File: config.mk
export PLATFORM = sky130hd
export DESIGN_NAME = string_input_writer
export DESIGN_NICKNAME = d
export VERILOG_FILES = /design/src/rtl/string_input_writer.sv
export SDC_FILE = /design/constraint.sdc
export NUM_CORES = 1
export LEC_CHECK = 0
export CAP_MARGIN = 0
export CORE_AREA = 2 2 112 114
export DETAILED_ROUTE_END_ITERATION = 12
export DIE_AREA = 0 0 114 116
export MAX_ROUTING_LAYER = met4
export PLACE_DENSITY = 0.52
export SETUP_SLACK_MARGIN = 0.02
export SYNTH_ARGS = -nofsm -noshare
export SYNTH_HDL_FRONTEND = slang
export SYNTH_SLANG_ARGS = --single-unit
export TNS_END_PERCENT = 1
File: constraint.sdc
create_clock -name clk -period 4.8 [get_ports clk]
set_input_delay 1.2 -clock clk [delete_from_list [all_inputs] [get_ports clk]]
set_output_delay 1.2 -clock clk [all_outputs]
set_load 0.02 [all_outputs]
File: src/rtl/string_input_writer.sv
// Packs console input characters two per 16-bit word and writes them,
// null-terminated, into memory starting at the word address given by the accumulator.
//
// Ports:
//   clk, rst                         clock, asynchronous active-high reset
//   read_string, read_data_acc_buf   syscall strobe and base word address
//   char_valid, char_data            input character stream
//   char_ready                       character accepted when valid && ready
//   mem_we, mem_addr, mem_wdata      registered memory write port
//   busy, done                       operation in progress / completion pulse
//   overflow, char_count             truncation flag and stored length
module string_input_writer #(
    parameter int ADDR_W  = 11,
    parameter int MAX_LEN = 64
) (
    input  logic              clk,
    input  logic              rst,
    input  logic              read_string,
    input  logic [7:0]        read_data_acc_buf,
    input  logic              char_valid,
    input  logic [7:0]        char_data,
    output logic              char_ready,
    output logic              mem_we,
    output logic [ADDR_W-1:0] mem_addr,
    output logic [15:0]       mem_wdata,
    output logic              busy,
    output logic              done,
    output logic              overflow,
    output logic [7:0]        char_count
);

    typedef enum logic [2:0] {
        S_IDLE,
        S_HI,
        S_LO,
        S_TERM_HI,
        S_TERM_LO,
        S_FIN
    } state_t;

    state_t              state_q, state_d;
    logic [ADDR_W-1:0]   addr_q, addr_d;
    logic [7:0]          hi_q, hi_d;
    logic [7:0]          count_q, count_d;
    logic                ovf_q, ovf_d;
    logic                char_ready_q, char_ready_d;
    logic                mem_we_q, mem_we_d;
    logic [ADDR_W-1:0]   mem_addr_q, mem_addr_d;
    logic [15:0]         mem_wdata_q, mem_wdata_d;
    logic                busy_q, busy_d;
    logic                done_q, done_d;

    logic                accept;
    logic                is_term;
    logic [7:0]          count_inc;
    logic                hit_max;

    assign accept    = char_valid && char_ready_q;
    assign is_term   = (char_data == 8'h00) || (char_data == 8'h0A);
    assign count_inc = count_q + 8'd1;
    assign hit_max   = (count_inc == 8'(MAX_LEN));

    always_comb begin
        state_d     = state_q;
        addr_d      = addr_q;
        hi_d        = hi_q;
        count_d     = count_q;
        ovf_d       = ovf_q;
        mem_we_d    = 1'b0;
        mem_addr_d  = mem_addr_q;
        mem_wdata_d = mem_wdata_q;
        busy_d      = busy_q;
        done_d      = 1'b0;

        unique case (state_q)
            S_IDLE: begin
                if (read_string) begin
                    addr_d  = ADDR_W'(read_data_acc_buf);
                    count_d = 8'd0;
                    ovf_d   = 1'b0;
                    busy_d  = 1'b1;
                    state_d = S_HI;
                end
            end
            S_HI: begin
                if (accept) begin
                    if (is_term) begin
                        state_d = S_TERM_HI;
                    end else begin
                        hi_d    = char_data;
                        count_d = count_inc;
                        if (hit_max) begin
                            // Truncated with a pending high byte: the
                            // terminator shares its word.
                            ovf_d   = 1'b1;
                            state_d = S_TERM_LO;
                        end else begin
                            state_d = S_LO;
                        end
                    end
                end
            end
            S_LO: begin
                if (accept) begin
                    if (is_term) begin
                        state_d = S_TERM_LO;
                    end else begin
                        mem_we_d    = 1'b1;
                        mem_wdata_d = {hi_q, char_data};
                        mem_addr_d  = addr_q;
                        addr_d      = addr_q + ADDR_W'(1);
                        count_d     = count_inc;
                        if (hit_max) begin
                            ovf_d   = 1'b1;
                            state_d = S_TERM_HI;
                        end else begin
                            state_d = S_HI;
                        end
                    end
                end
            end
            S_TERM_HI: begin
                mem_we_d    = 1'b1;
                mem_wdata_d = 16'h0000;
                mem_addr_d  = addr_q;
                addr_d      = addr_q + ADDR_W'(1);
                state_d     = S_FIN;
            end
            S_TERM_LO: begin
                mem_we_d    = 1'b1;
                mem_wdata_d = {hi_q, 8'h00};
                mem_addr_d  = addr_q;
                addr_d      = addr_q + ADDR_W'(1);
                state_d     = S_FIN;
            end
            S_FIN: begin
                done_d  = 1'b1;
                busy_d  = 1'b0;
                state_d = S_IDLE;
            end
            default: begin
                busy_d  = 1'b0;
                state_d = S_IDLE;
            end
        endcase

        char_ready_d = (state_d == S_HI) || (state_d == S_LO);
    end

    always_ff @(posedge clk or posedge rst) begin
        if (rst) begin
            state_q      <= S_IDLE;
            addr_q       <= '0;
            hi_q         <= 8'd0;
            count_q      <= 8'd0;
            ovf_q        <= 1'b0;
            char_ready_q <= 1'b0;
            mem_we_q     <= 1'b0;
            mem_addr_q   <= '0;
            mem_wdata_q  <= 16'h0000;
            busy_q       <= 1'b0;
            done_q       <= 1'b0;
        end else begin
            state_q      <= state_d;
            addr_q       <= addr_d;
            hi_q         <= hi_d;
            count_q      <= count_d;
            ovf_q        <= ovf_d;
            char_ready_q <= char_ready_d;
            mem_we_q     <= mem_we_d;
            mem_addr_q   <= mem_addr_d;
            mem_wdata_q  <= mem_wdata_d;
            busy_q       <= busy_d;
            done_q       <= done_d;
        end
    end

    assign char_ready = char_ready_q;
    assign mem_we     = mem_we_q;
    assign mem_addr   = mem_addr_q;
    assign mem_wdata  = mem_wdata_q;
    assign busy       = busy_q;
    assign done       = done_q;
    assign overflow   = ovf_q;
    assign char_count = count_q;

endmodule
==> run summary, run 1 <==
Outcome - completed
Die Wd - 114 µm
Initial antenna violation count - 0
Core Region - 0.0119 mm²
CTS Sinks - 62
I/O Buffers - 59
Post-synth ARST share - 1.00
Synth unique cells - 47
Vias in the first global route - 2398
RSZ-0062 raised after global routing - false
H-tree depth - 3
Mapped Cells - 296
Critical Path Fanout Max - 33
Gates resized, CTS repair - 0
Worst hold slack - 0.479 ns
Layout fillers - 1234
IO Pins - 60
Crit path arrival time - 3.24 ns
Root Buffer - clkbuf_16
ANT cells - 0
# Max-Cap Violations - 0
Mapped cell area - 0.00296 mm²
FF+latch count, synth - 62
Slew HR - 0.292
Nets - 380
# setup viols final - 0
Largest net degree at the start of global routing - 51
Inst Count DP - 493
Pleak - 1.74 nW
Critical-path cell list - clkdlybuf4s50_1 -> nor4_4 -> a31oi_4 -> o21ai_4 -> buf_4 -> o21ai_0
Number of synthesized flops with an enable pin - 0
Buf/Inv on CP - 2
VDD IR max - 0.210 mV
Worst hold path type - flip-flop to flip-flop
Synth warn - 0
Final Instance Count excl. Fillers - 509
Crit end category - flip-flop
CP required - 4.98 ns
Synth Area per Inst - 10.0 µm²
Fin. max-slew vios - 0
Fin crit period - 3.06 ns
Via count - 2391
Remaining global-route overflow - 0
Final ANT Viol Nets - 0
Crit path launch type - primary input
Pwr/cell area - 651 mW/mm²
Post-route setup TNS - 0 ns
Post-route cell area - 0.00406 mm²
Net Count, Synth - 319
Final worst slack - 1.74 ns
Total die area - 0.0132 mm²
Critical Path Max Stage Delay - 0.49 ns
Drt wl/cell - 14.4 µm
Final period util - 0.638
Setup Buffers After CTS - 0
CTS max path bufs - 2
Detailed Route WL - 7360 µm
Die Span Y - 116 µm
Util after Layout - 0.341
Iteration-0 DRC Markers - 97
TritonRoute pass-1 iters - 4
Hold Buf Count CTS - 0
Tot Pwr - 2.65 mW
Cts bufs inserted - 9
Post-route clock skew - 0.00448 ns
Slew @ Worst Pin - 1.06 ns
Initial Util - 0.248
Share of layout cells above drive strength 1 - 0.119
Post-synth top flop - dfrtp_1
Sequential share of the synthesized area - 0.524
CTS tree - done
GPL Wtd Cong - 0.755
DRC Markers - 0
Final Hold Viols - 0
Worst skew pair latency - 0.32 ns
Avg Vias per Cell - 4.70
Area growth syn-to-layout - 37.3%
Placed cell area - 0.00369 mm²
Final HPWL DP - 5280 µm
Crit path max-delay family - buffers and inverters
Critical Path Slowest Stage Cell - clkdlybuf4s50_1
Worst slack, placed - 1.38 ns
GRT Total Usage - 0.118
First-pass GRT wire length - 12100 µm
Reg clk slew, reported paths - 0.06 ns
Worst Path Class, Setup - primary input to flip-flop
Row cnt - 40
Max Freq - 327 MHz
[worst paths after layout]
kind	startpoint	end	slack, ns	cells past startpoint
worst max-delay path	char_data[6]	mem_wdata[5]	1.74	6
worst min register to register	mem_wdata[10]	mem_wdata[10]	0.48	2
worst min-delay path	mem_wdata[10]	mem_wdata[10]	0.48	2
worst max register to register	state_q[2]	addr_q[2]	2.60	5
max in group asynchronous	rst	char_count[3]	2.54	3
min in group asynchronous	rst	mem_addr[0]	1.48	2
[layer usage]
| layer | track usage | vias up | routed length [µm] |
|---|---|---|---|
| li1 | - | 1177 | - |
| met1 | 0.158 | 1151 | 3540 |
| met2 | 0.184 | 56 | 3440 |
| met3 | 0.0272 | 7 | 329 |
| met4 | 0.0244 | 0 | 47 |
| met5 | - | - | 0 |
[tightest hold or removal path, stage by stage, from the launching register on]
cell	delay (ns)
dfrtp_1	0.34
nand2_1	0.05
o21ai_0	0.06
[state kept, by name, summed over array words and instances, names as in the netlist, 3 cells and up]
signal,cells
addr_q,11
char_count,8
hi_q,8
mem_addr,11
mem_wdata,16
state_q,3
[kinds of logic after synthesis]
kind of cell	Yosys count	share of synthesized area
and+or+nand+nor	107	0.170
AOI/OAI and AO/OA	81	0.173
DFF	62	0.524
muxes	22	0.0820
buffers and inverters	17	0.0262
xor gates and xnor gates	4	0.0118
adders and majority gates	3	0.0127
[synthesized netlist by cell type, drive strengths merged, types with 3 or more instances]
| library cell | n | share of area |
|---|---|---|
| o21a | 3 | 0.0076 |
| a21oi | 15 | 0.027 |
| buf | 7 | 0.014 |
| and3 | 5 | 0.011 |
| clkbuf | 4 | 0.0051 |
| inv | 6 | 0.0076 |
| dfrtp | 62 | 0.52 |
| nand3 | 12 | 0.020 |
| nor4 | 3 | 0.011 |
| nor2 | 17 | 0.022 |
| nand2 | 50 | 0.063 |
| nor3 | 4 | 0.0068 |
| mux2 | 18 | 0.068 |
| a22oi | 3 | 0.0076 |
| nand4 | 3 | 0.0063 |
| xnor2 | 3 | 0.0089 |
| or3 | 4 | 0.0085 |
| o21ai | 42 | 0.076 |
| ha | 3 | 0.013 |
| a31oi | 5 | 0.016 |
| mux2i | 4 | 0.014 |
[where the power goes]
group          internal [mW]  switching [mW]
sequential             0.716           0.151
combinational          0.433           0.551
clock                  0.562           0.234
[cell usage in the layout, fill, tap and decap left out, types with 5 or more instances in the layout]
cell / Yosys / layout
and3_1: 5 / 5
mux2_2: 13 / 13
dfrtp_1: 62 / 62
clkdlybuf4s50_1: 0 / 59
clkbuf_16: 0 / 9
nand3_1: 12 / 12
nand2_1: 50 / 50
nor2_1: 16 / 16
a21oi_1: 14 / 14
mux2_1: 5 / 5
o21ai_0: 40 / 40
[area by class of cell]
| cell class | instances | area (µm²) | share of cell area |
|---|---|---|---|
| inverters | 6 | 22.5 | 0.00554 |
| flip-flops and latches | 62 | 1550 | 0.382 |
| well taps | 147 | 184 | 0.0453 |
| clock buffers | 9 | 225 | 0.0554 |
| repair buffers | 61 | 606 | 0.149 |
| clock inverters | 7 | 145 | 0.0357 |
| multi-input cells | 217 | 1330 | 0.327 |
No activity file was read; power rests on OpenSTA's default activity.
==> inputs of run 2 (changes only) <==
==> constraint.sdc (replaced) <==
create_clock -name clk -period 3.18 [get_ports clk]
set_input_delay 0.795 -clock clk [delete_from_list [all_inputs] [get_ports clk]]
set_output_delay 0.795 -clock clk [all_outputs]
set_load 0.02 [all_outputs]
==> run summary, run 2 (synthesis gave the netlist of run 1 again) <==
Fin crit period - 2.47 ns
FF-to-FF path depth - 5 (unchanged)
Root Buffer - clkbuf_16
Critical Path Slowest Stage Cell - clkdlybuf4s50_1
Post-route setup TNS - 0 ns (unchanged)
H-tree depth - 3 (unchanged)
Worst slack, placed - 0.367 ns (-1.01 ns)
Placed cell area - 0.00373 mm² (+0.95%)
Final period util - 0.778
Most frequent cells in the layout - 62 x dfrtp_1, 59 x clkdlybuf4s50_1, 50 x nand2_1, 40 x o21ai_0, 16 x nor2_1
Share of layout cells above drive strength 1 - 0.121 (+0.00176)
GRT Total Usage - 0.124 (+0.00602)
Crit path max-delay family - buffers and inverters
Iteration-0 DRC Markers - 118 (+22%)
Max Freq - 404 MHz
Largest net degree at the start of global routing - 40 (-22%)
CP required - 3.39 ns (-1.59 ns)
Outcome - completed
Pwr/cell area - 933 mW/mm² (+43%)
Critical Path Fanout Max - 12 (-64%)
CTS max path bufs - 2 (unchanged)
Final worst slack - 0.707 ns (-1.03 ns)
Slack of the worst reg-to-reg path - 1.20 ns (-1.40 ns)
# setup viols final - 0 (unchanged)
Worst hold path type - flip-flop to flip-flop
# Max-Cap Violations - 0 (unchanged)
Final ANT Viol Nets - 0 (unchanged)
ANT cells - 0 (unchanged)
Crit path arrival time - 2.68 ns (-0.56 ns)
Final Hold Viols - 0 (unchanged)
Pleak - 1.72 nW (-0.88%)
Crit end category - flip-flop
Die Span Y - 116 µm (unchanged)
Gates resized, CTS repair - 0 (unchanged)
DRC Markers - 0 (unchanged)
Hold depth - 2 (unchanged)
GPL Wtd Cong - 0.764 (+1.2%)
Critical Path Max Stage Delay - 0.51 ns (+0.02 ns)
Crit path launch type - primary input
Clock Power Share - 0.250 (-0.051)
Post-route cell area - 0.00401 mm² (-1.3%)
Row cnt - 40 (unchanged)
Cts bufs inserted - 9 (unchanged)
Via count - 2385 (-0.25%)
Part of the power in combinational logic - 0.402 (+0.030)
Buf/Inv on CP - 2 (unchanged)
RSZ-0062 raised after global routing - false
First-pass GRT wire length - 12300 µm (+1.8%)
Setup Buffers After CTS - 0 (unchanged)
Worst skew pair latency - 0.33 ns (about the same)
Fin. max-slew vios - 0 (unchanged)
Most common cell after layout, fill and taps aside - dfrtp_1
Final HPWL DP - 5200 µm (-1.4%)
Remaining global-route overflow - 0 (unchanged)
Vias in the first global route - 2339 (-2.5%)
Critical-path cell list - clkdlybuf4s50_1 -> nor4_4 -> a31oi_4 -> o21ai_4 -> buf_4 -> mux2_2
Core Region - 0.0119 mm² (unchanged)
Stages on the worst setup path - 6 (unchanged)
Detailed Route WL - 7330 µm (-0.30%)
Layout fillers - 1236 (+0.16%)
I/O Buffers - 59 (unchanged)
Initial antenna violation count - 0 (unchanged)
Internal - 2.35 mW (+38%)
Area growth syn-to-layout - 35.6%
Worst Path Class, Setup - primary input to flip-flop
CTS tree - done
Seq pwr share - 0.348 (+0.021)
Max reg flops - 16 (unchanged)
Sw frac - 0.371 (+0.0170)
Net switching power - 1.39 mW (+48%)
TritonRoute pass-1 iters - 4 (unchanged)
Nets - 383 (+0.79%)
IO Pins - 60 (unchanged)
Reg clk slew, reported paths - 0.05 ns (about the same)
Slew @ Worst Pin - 0.777 ns (-0.284 ns)
Slew HR - 0.482 (+0.190)
VDD IR max - 0.373 mV (+77%)
Post-route clock skew - 0.00609 ns (+0.00161 ns)
Hold Buf Count CTS - 0 (unchanged)
Drt wl/cell - 14.3 µm (-0.88%)
Avg Vias per Cell - 4.66 (-0.84%)
CTS Sinks - 62 (unchanged)
Die Wd - 114 µm (unchanged)
Initial Util - 0.248 (unchanged)
Total die area - 0.0132 mm² (unchanged)
run 2: cell count changes in the layout (fill, tap and decap cells not counted), sizes merged:
cell      change
buf           +3
clkinvlp      -1
bufinv        -3
clkinv        +3
inv           -1
clkbuf        +2
run 2: per-stage QoR:
stage	std cells	hold slack [ns]	utilization	total power [mW]
floorplan	296	0.479	-	2.24
finish	512	0.479	0.337	3.74
detailed placement	496	0.472	0.313	2.84
CTS	512	0.484	0.337	3.81
global route	512	0.506	0.337	4.04
global placement	496	0.464	0.313	2.82
run 2: final cells by class:
| cell class | count | area (µm²) | share of cell area |
|---|---|---|---|
| Sequential cell | 62 | 1550 | 0.387 |
| Multi-Input combinational cell | 217 | 1330 | 0.332 |
| Timing Repair Buffer | 64 | 641 | 0.160 |
| Clock buffer | 11 | 233 | 0.0580 |
| Tap cell | 147 | 184 | 0.0459 |
| Clock inverter | 5 | 50.0 | 0.0125 |
| Inverter | 6 | 22.5 | 0.00561 |
run 2: per-layer routing:
metal,vias to the layer above,GRT usage,share of wire
li1,1191,-,-
met1,1137,0.160,0.48
met2,50,0.185,0.46
met3,7,0.0413,0.052
met4,0,0.0390,0.012
met5,-,-,0
run 2: tightest hold or removal path, cell delays in order (launching register included):
cell     delay [ns]
dfrtp_1        0.34
nand2_1        0.05
o21ai_0        0.06
run 2: worst paths after layout:
path	startpoint	end
max in group asynchronous	rst	mem_wdata[6]
min reg2reg	mem_wdata[4]	mem_wdata[4]
min	mem_wdata[4]	mem_wdata[4]
max reg2reg	state_q[2]	mem_addr[8]
max	char_data[6]	mem_addr[8]
min in group asynchronous	rst	mem_addr[4]
run 2: power by group through the flow:
stage               sequential, mW  clock, mW  combinational (mW)
CTS                           1.31      0.973                1.53
global route                  1.35       1.01                1.67
finish                        1.30      0.934                1.50
global placement              1.32          0                1.51
detailed placement            1.32          0                1.52
floorplan                     1.46          0               0.780
==> inputs of run 3 (changes only) <==
--- a/config.mk
+++ b/config.mk
@@ -10,7 +10,7 @@
 export DETAILED_ROUTE_END_ITERATION = 12
 export DIE_AREA = 0 0 114 116
 export MAX_ROUTING_LAYER = met4
-export PLACE_DENSITY = 0.52
+export PLACE_DENSITY = 0.54
 export SETUP_SLACK_MARGIN = 0.02
 export SYNTH_ARGS = -nofsm -noshare
 export SYNTH_HDL_FRONTEND = slang
==> constraint.sdc (replaced) <==
create_clock -name clk -period 2.2 [get_ports clk]
set_input_delay 0.55 -clock clk [delete_from_list [all_inputs] [get_ports clk]]
set_output_delay 0.55 -clock clk [all_outputs]
set_load 0.02 [all_outputs]
==> run summary, run 3 (synthesis gave the netlist of run 1 again) <==
Crit end category - flip-flop
Fin. max-slew vios - 0 (unchanged)
Final HPWL DP - 5360 µm (+3.1%)
Worst slack, placed - -0.239 ns (-0.606 ns)
Pleak - 1.85 nW (+7.1%)
Pwr/cell area - 1340 mW/mm² (+44%)
Max reg flops - 16 (unchanged)
First-pass GRT wire length - 12400 µm (+0.78%)
Share of layout cells above drive strength 1 - 0.171 (+0.0509)
Core Region - 0.0119 mm² (unchanged)
Die Span Y - 116 µm (unchanged)
Worst hold path type - flip-flop to flip-flop
Slew HR - 0.731 (+0.249)
Avg Vias per Cell - 4.61 (-1.1%)
H-tree depth - 3 (unchanged)
Hold depth - 2 (unchanged)
Final Hold Viols - 0 (unchanged)
Outcome - completed
ANT cells - 0 (unchanged)
Reg clk slew, reported paths - 0.05 ns (about the same)
Reg2reg end - char_ready
CTS max path bufs - 2 (unchanged)
Drt wl/cell - 13.7 µm (-4.4%)
Hold Buf Count CTS - 0 (unchanged)
Worst hold slack - 0.478 ns (-0.000992 ns)
RSZ-0062 raised after global routing - false
DRC Markers - 0 (unchanged)
Crit path launch type - primary input
Initial Util - 0.248 (unchanged)
IO Pins - 60 (unchanged)
Area growth syn-to-layout - 42.7%
Nets - 403 (+5.2%)
Die Wd - 114 µm (unchanged)
Util after Layout - 0.355 (+0.0178)
Total die area - 0.0132 mm² (unchanged)
# setup viols final - 0 (unchanged)
VDD IR max - 0.439 mV (+18%)
Critical Path Fanout Max - 15 (+3)
Post-route setup TNS - 0 ns (unchanged)
FF-to-FF path depth - 6 (+1)
Tot Pwr - 5.68 mW (+52%)
Gates resized, CTS repair - 0 (unchanged)
Post-route clock skew - 0.00491 ns (-0.00117 ns)
Setup Buffers After CTS - 0 (unchanged)
Via count - 2450 (+2.7%)
Final period util - 0.951
Initial antenna violation count - 0 (unchanged)
Fin crit period - 2.09 ns
CP required - 2.40 ns (-0.99 ns)
TritonRoute pass-1 iters - 4 (unchanged)
Vias in the first global route - 2451 (+4.8%)
Worst skew pair latency - 0.32 ns (about the same)
Cts bufs inserted - 9 (unchanged)
GRT Total Usage - 0.121 (-0.00320)
Most frequent cells in the layout - 62 x dfrtp_1, 59 x clkdlybuf4s50_1, 50 x nand2_1, 40 x o21ai_0, 21 x buf_4
Most common cell after layout, fill and taps aside - dfrtp_1
GPL Wtd Cong - 0.800 (+4.8%)
Largest net degree at the start of global routing - 63 (+57%)
Worst Path Class, Setup - primary input to flip-flop
Detailed Route WL - 7280 µm (-0.67%)
Max Freq - 478 MHz
Final ANT Viol Nets - 0 (unchanged)
I/O Buffers - 59 (unchanged)
Iteration-0 DRC Markers - 113 (-4.2%)
Reg2reg start - char_count[0]
CTS tree - done
Final worst slack - 0.108 ns (-0.600 ns)
Slew @ Worst Pin - 0.401 ns (-0.376 ns)
Row cnt - 40 (unchanged)
# Max-Cap Violations - 0 (unchanged)
Crit path arrival time - 2.30 ns (-0.38 ns)
Remaining global-route overflow - 0 (unchanged)
Slack of the worst reg-to-reg path - 0.30 ns (-0.90 ns)
Min-delay src - mem_wdata[12]
Worst Hold End - mem_wdata[12]
Root Buffer - clkbuf_16
CTS Sinks - 62 (unchanged)
==> run 3: changes by cell type in the layout (fill, tap and decap cells not counted) <==
cell | previous run | this run
buf_4 | 4 | 21
clkbuf_8 | 0 | 2
buf_12 | 1 | 4
nand3_2 | 0 | 1
nand3_1 | 12 | 11
clkinv_2 | 4 | 3
clkbuf_1 | 2 | 1
==> run 3: how the worst max path moves through the flow <==
| stage | startpoint | endpoint | slack, ns | cells past startpoint |
|---|---|---|---|---|
| floorplan | rst | addr_q[0] | 0.11 | 1 |
| global placement | char_data[6] | addr_q[9] | -0.21 | 7 |
| detailed placement | char_data[6] | hi_q[2] | -0.24 | 6 |
| CTS | char_data[6] | addr_q[9] | 0.09 | 7 |
| global route | char_data[6] | addr_q[9] | 0.03 | 7 |
| finish | char_data[6] | mem_addr[8] | 0.11 | 6 |
==> run 3: layout make-up <==
cell class,count,area [µm²]
Sequential cell,62,1550
Inverter,6,22.5
Fill cell,1213,7690
Multi-Input combinational cell,217,1340
Timing Repair Buffer,84,828
Clock inverter,4,45.0
Clock buffer,12,256
Tap cell,147,184
==> run 3: stage by stage <==
stage	cell area (µm²)	cells
2_1_floorplan	2960	296
3_3_place_gp	3920	516
3_5_place_dp	3920	516
4_1_cts	4220	532
5_1_grt	4220	532
6_report	4220	532
==> run 3: layer usage <==
layer	track usage	share of wire	routed length, µm
met5	-	0	0
met1	0.157	0.48	3510
met2	0.188	0.47	3430
met4	0.0293	0.0074	54
met3	0.0345	0.040	293
==> run 3: power by group <==
group / internal [mW] / total, mW / leakage [nW] / switching, mW
logic: 1.14 / 2.38 / 0.912 / 1.23
clock network: 0.932 / 1.41 / 0.152 / 0.479
registers: 1.56 / 1.89 / 0.781 / 0.327
total: 3.64 / 5.68 / 1.85 / 2.04
==> run 3: worst max-delay path: stages <==
cell and delay [ns]:
clkdlybuf4s50_1 0.51, nor4_4 0.41, a31oi_4 0.15, o21ai_4 0.17, buf_12 0.16, mux2_2 0.33
